[src/rtl/instr_decode.sv]
// Decode stage: accepts fetch words, owns the integer register file and issues one
// registered OP/OP_IMM bundle (or a bubble) to exec per cycle with a one-cycle RAW interlock.
module instr_decode #(
    parameter int unsigned XLEN  = 32,
    parameter int unsigned NREGS = 32
) (
    input  logic            clk,
    input  logic            rst,
    input  logic            instr_valid,
    input  logic [31:0]     instr,
    input  logic [31:0]     instr_pc,
    output logic            instr_ready,
    input  logic [4:0]      wb_addr,
    input  logic [XLEN-1:0] wb_data,
    output logic [6:0]      opcode,
    output logic [2:0]      funct3,
    output logic [6:0]      funct7,
    output logic [XLEN-1:0] op1,
    output logic [XLEN-1:0] op2,
    output logic [12:0]     offset,
    output logic [31:0]     pc,
    output logic [4:0]      rd,
    output logic            illegal
);

    localparam logic [6:0] OPC_OP     = 7'b0110011;
    localparam logic [6:0] OPC_OP_IMM = 7'b0010011;

    logic [XLEN-1:0] regs [NREGS];

    logic [6:0]      in_opc;
    logic [4:0]      rs1, rs2;
    logic [XLEN-1:0] rs1_val, rs2_val;
    logic            hazard, accept;

    logic [6:0]      opcode_d, funct7_d;
    logic [2:0]      funct3_d;
    logic [XLEN-1:0] op1_d, op2_d;
    logic [12:0]     offset_d;
    logic [31:0]     pc_d;
    logic [4:0]      rd_d;
    logic            illegal_d;

    assign in_opc = instr[6:0];
    assign rs1    = instr[19:15];
    assign rs2    = instr[24:20];

    // Write-first bypass: exec's writeback lands in the same cycle we read.
    assign rs1_val = (rs1 == 5'd0) ? '0 : (wb_addr == rs1) ? wb_data : regs[rs1];
    assign rs2_val = (rs2 == 5'd0) ? '0 : (wb_addr == rs2) ? wb_data : regs[rs2];

    assign hazard = (opcode != 7'd0) && (rd != 5'd0) &&
                    ((rd == rs1) || ((in_opc == OPC_OP) && (rd == rs2)));
    assign instr_ready = !rst && !hazard;
    assign accept      = instr_valid && instr_ready;

    always_comb begin
        opcode_d  = '0;
        funct3_d  = '0;
        funct7_d  = '0;
        op1_d     = '0;
        op2_d     = '0;
        offset_d  = '0;
        pc_d      = '0;
        rd_d      = '0;
        illegal_d = 1'b0;
        if (accept) begin
            if (in_opc == OPC_OP) begin
                opcode_d = OPC_OP;
                funct3_d = instr[14:12];
                funct7_d = instr[31:25];
                op1_d    = rs1_val;
                op2_d    = rs2_val;
                pc_d     = instr_pc;
                rd_d     = instr[11:7];
            end else if (in_opc == OPC_OP_IMM) begin
                opcode_d = OPC_OP_IMM;
                funct3_d = instr[14:12];
                // Only shifts carry funct7; keeps ADDI from looking like SUB.
                if (instr[13:12] == 2'b01) funct7_d = instr[31:25];
                op1_d    = rs1_val;
                op2_d    = {{(XLEN-12){instr[31]}}, instr[31:20]};
                offset_d = {instr[31], instr[31:20]};
                pc_d     = instr_pc;
                rd_d     = instr[11:7];
            end else begin
                illegal_d = 1'b1;
            end
        end
    end

    always_ff @(posedge clk or posedge rst) begin
        if (rst) begin
            opcode  <= '0;
            funct3  <= '0;
            funct7  <= '0;
            op1     <= '0;
            op2     <= '0;
            offset  <= '0;
            pc      <= '0;
            rd      <= '0;
            illegal <= 1'b0;
        end else begin
            opcode  <= opcode_d;
            funct3  <= funct3_d;
            funct7  <= funct7_d;
            op1     <= op1_d;
            op2     <= op2_d;
            offset  <= offset_d;
            pc      <= pc_d;
            rd      <= rd_d;
            illegal <= illegal_d;
        end
    end

    always_ff @(posedge clk or posedge rst) begin
        if (rst) begin
            for (int i = 0; i < int'(NREGS); i++) regs[i] <= '0;
        end else if (wb_addr != 5'd0) begin
            regs[wb_addr] <= wb_data;
        end
    end

endmodule

[config.mk]
export PLATFORM = sky130hd
export DESIGN_NAME = instr_decode
export DESIGN_NICKNAME = d
export VERILOG_FILES = /design/src/rtl/instr_decode.sv
export SDC_FILE = /design/constraint.sdc
export NUM_CORES = 2
export LEC_CHECK = 0
export CORE_MARGIN = 1.5
export CORE_UTILIZATION = 45
export DETAILED_ROUTE_END_ITERATION = 16
export PLACE_DENSITY = 0.67
export SKIP_CTS_REPAIR_TIMING = 1
export SYNTH_ARGS = -nofsm -noshare
export SYNTH_HDL_FRONTEND = slang
export SYNTH_SLANG_ARGS = --single-unit
[constraint.sdc]
create_clock -name clk -period 44.5 [get_ports clk]
set_input_delay 13.35 -clock clk [delete_from_list [all_inputs] [get_ports clk]]
set_output_delay 13.35 -clock clk [all_outputs]
set_load 0.02 [all_outputs]
# After elaboration in Yosys (flattened, before gate mapping)
# Cells that the tools add are included.
[classes]
n_lt_le_gt_ge = 4
eq_ne = 7
n_mux = 41
n_bitwise = 3
n_reduce_logical = 14
[op_table]
columns = ["cell", "count"]
rows = [
  ["1024-bit bitwise mux", 1],
  ["32-bit 2-to-1 mux", 18],
  ["32-bit binary-select mux with 5-bit select", 2],
  ["32-bit demux with 5-bit select", 1],
  ["13-bit 2-to-1 mux", 3],
  ["7-bit 2-to-1 mux", 4],
  ["5-bit equality test", 4],
  ["5-bit 2-to-1 mux", 4],
  ["6-bit greater-or-equal comparator (second input constant)", 3],
  ["5-bit inverter with 6-bit output", 3],
  ["6-bit 2-to-1 mux", 2],
  ["5-bit logical NOT", 2],
  ["5-bit nonzero test", 2],
  ["3-bit 2-to-1 mux", 3],
  ["7-bit by 5-bit equality test with 1-bit output (second input constant)", 1],
  ["7-bit by 6-bit equality test with 1-bit output (second input constant)", 1],
  ["7-bit nonzero test", 1],
  ["1-bit logical AND", 6],
  ["6-bit by 1-bit < comparator with 1-bit output (second input constant)", 1],
  ["1-bit 2-to-1 mux", 3],
  ["2-bit by 1-bit equality test with 1-bit output (second input constant)", 1],
  ["1-bit logical NOT", 2],
  ["1-bit logical OR", 1],
]
[totals]
regBits = 1156
inputBits = 104
output_inout_bits = 133
wordCells = 110

# Depth between registers and ports, before layout
[logic_depth]
word_depth = 9
ltp_mapped = 10
ltp_nobuf = 6

# Worst setup path before layout
# OpenSTA, ideal clock, no wires.
[synth_path]
path_type = "input to output"
start = "input port instr[18]"
end = "output port instr_ready"
arrival_ns = 14.670
t_required_ns = 31.150
setup_slack_ns = 16.480
stages = 7
path_buffers = 3
cell_sequence = "clkbuf_1 xor2_1 nor3_1 o21a_1 buf_2 buf_2 nor2_1"
[synth_via]
elab_chain_cells = 5
[synth_lines]
columns = ["item", "line", "rtl"]
rows = [
  ["from (decl)", "10", "input logic [31:0] instr,"],
  ["5-bit equality test", "53", "((rd == rs1) || ((in_opc == OPC_OP) && (rd == rs2)));"],
  ["1-bit logical OR", "53", ""],
  ["1-bit logical AND", "52", "assign hazard = (opcode != 7'd0) && (rd != 5'd0) &&"],
  ["1-bit logical NOT", "54", "assign instr_ready = !rst && !hazard;"],
  ["1-bit logical AND", "54", ""],
  ["to (decl)", "12", "output logic instr_ready,"],
]
# No other way between the ends.

# Final worst setup path
[layout_path]
start = "input port instr[2]"
end = "output port instr_ready"
[layout_via]
elab_chain_cells = 6
[layout_lines]
columns = ["item", "line"]
rows = [
  ["7-bit by 6-bit equality test with 1-bit output", "53"],
  ["1-bit logical AND", "53"],
  ["1-bit logical OR", "53"],
  ["1-bit logical AND", "52"],
  ["1-bit logical NOT", "54"],
  ["1-bit logical AND", "54"],
]
# No other way between the ends.

==> qor.csv <==
metric,value,unit
drc_errors,0,
syn_area,58600,µm²
grt_pass1_wl,273,mm
coreArea,129000,µm²
finalCritPeriodShare,66.6,%
fin_nets,4058,
gp_congestion,0.843,
start_util,45.3,%
ys_seq_area_share,49.1,%
drive_gt1_share,45.5,%
cts_buffer_depth,3,
cts_tree,built,
grt_pass1_vias,38707,
synth_edf_count,0,
path_max_fanout,21,
synthCells,3955,
rows,132,
cts_root_buffer,clkbuf_16,
place_inst,5575,
wl_per_cell,32.1,µm
synthToLayoutAreaGrowth,13.2,%
status,"complete, no violations",
io_buffers,233,
drt-initial-drc-count,4232,
p_leak,0.0278,µW
final_antenna_net_count,0,
clk_latency,0.76,ns
die-area,132000,µm²
finalSetupViolations,0,
vias,38355,
max_freq,33.7,MHz
total_power,3070,µW
max_cap_violations,0,
period_needed,29.65,ns
timing.final.hold_violations,0,
place_area,62200,µm²
grt_overflow,0,
die_h,364,µm
fin_area,66300,µm²
crit_required,31.15,ns
maxSlewViolCount,0,
synthFlopType,dfrtp_1,
yosys_warnings,0,
arrival,16.30,ns
rsz0062_at_grt,no,
slew_headroom,12.9,%
drtPass1Iterations,5,
crit_type,in -> out,
critPathLaunchType,input pin,
viasPerCell,6.61,
hp-class,reg -> reg,
grt_max_degree,172,
synthDistinctLibCells,47,
antenna_found_initial,11,
power.density,46.3,nW/µm²
drt-total-wl,186,mm
async_flop_share,100,%
dieWidth,364,µm
htree_num_levels,3,
clock_skew,0.0346,ns
hpwl,104,mm
ys_ff_latch,1150,
setup_tns,0,ns
vdd_drop_max,0.0000369,V
grt_use_total,28.3,%
final_cell_count_no_fill,5802,
ios,237,
cts_buffers,119,
cts.sinks,1150,
worst_setup_path_end_kind,output port,
clkTransAtPathRegs,0.06,ns
syn_avg_cell_area,14.8,µm²
worst_slew_pin_slew,1.30,ns
-- registers in the layout, summed over array words and instances, names as in the netlist --
signal / cells
regs: 1024
op1: 32
op2: 32
pc: 32
offset: 12
funct7: 7
rd: 5
funct3: 3
opcode: 2
illegal: 1
-- critical path, cell delays in order --
cell             delay (ns)
clkdlybuf4s50_1        0.59
nor4b_2                0.72
nand2_1                0.18
nor3_1                 0.32
o21a_1                 0.16
buf_4                  0.28
nor2_1                 0.12
clkdlybuf4s50_1        0.55
-- logic make-up after synthesis --
family	after synthesis	share of synthesized area, %
other cells	1	0.00640
xor+xnor	20	0.299
simple gates	311	2.67
buf+inv	464	3.43
mux	1669	40.1
compound gates	340	4.37
flops	1150	49.1
-- per-stage QoR --
step / setup slack [ns] / util (%) / hold WS [ns]
floorplan: 15.27 / - / 0.441
global placement: 14.93 / 48.1 / 0.376
detailed placement: 15.01 / 48.1 / 0.382
CTS: 15.01 / 51.3 / 0.399
global route: 14.77 / 51.3 / 0.409
finish: 14.85 / 51.3 / 0.399
-- layout make-up --
class / instances / area [µm²]
fillers: 10774 / 63000
diodes: 3 / 7.51
clock buffers: 172 / 3510
inverters: 2 / 11.3
multi-input cells: 2343 / 28100
flip-flops and latches: 1150 / 28800
repair buffers: 338 / 3200
clock inverters: 52 / 577
well taps: 1742 / 2180
-- power breakdown --
group | internal, µW | switching [µW] | leakage, µW
logic | 377 | 238 | 0.0114
clock network | 610 | 435 | 0.00204
registers | 1260 | 156 | 0.0144
total | 2240 | 829 | 0.0278
-- cells in the final DEF, fill, tap and decap left out, types with 9 or more instances in the layout --
cell type	instances
a211o_1	10
a211oi_1	25
a21oi_1	38
a221o_1	30
a221oi_1	37
a22oi_1	41
and2_1	15
and3_1	42
buf_4	103
bufinv_16	11
clkbuf_1	24
clkbuf_16	123
clkbuf_8	25
clkdlybuf4s50_1	223
clkinv_2	33
dfrtp_1	1150
mux2_1	17
mux2_2	1039
mux2i_1	174
mux4_2	439
nand2_1	91
nand2_2	11
nand3_1	9
nand3b_1	9
nor2_1	34
nor2_4	14
nor3_1	32
nor4_1	9
o2111ai_1	31
o221ai_1	32
o22ai_1	84
xnor2_1	13
-- Yosys cell counts, types with 41 or more instances --
library cell	n	area share, %
dfrtp_1	1150	49
mux2_2	1039	20
mux4_2	439	17
clkbuf_1	286	1.8
mux2i_1	174	3.0
nand2_1	102	0.65
o22ai_1	84	0.90
buf_1	72	0.46
buf_2	72	0.61
nor2_1	47	0.30
and3_1	42	0.45
a22oi_1	41	0.53
-- metal layers --
| layer | share of wire (%) | vias to the layer above | global-route usage [%] |
|---|---|---|---|
| met5 | 0.061 | - | 0 |
| met4 | 4.2 | 14 | 11.3 |
| met3 | 9.7 | 420 | 7.02 |
| met2 | 44 | 2021 | 41.8 |
| met1 | 42 | 20669 | 40.0 |
| li1 | - | 15231 | - |
-- worst paths after layout --
check                                start          end  slack [ns]  cells past startpoint
worst max-delay path              instr[2]  instr_ready       14.85                      8
worst min-delay path            regs[1004]   regs[1004]        0.40                      0
worst max register to register       rd[1]      op2[30]       41.27                      7
worst min register to register  regs[1004]   regs[1004]        0.40                      0
max in group asynchronous              rst    regs[506]       26.23                      7
min in group asynchronous              rst    offset[9]       13.29                      2
Power figures use the tool's default switching activity.
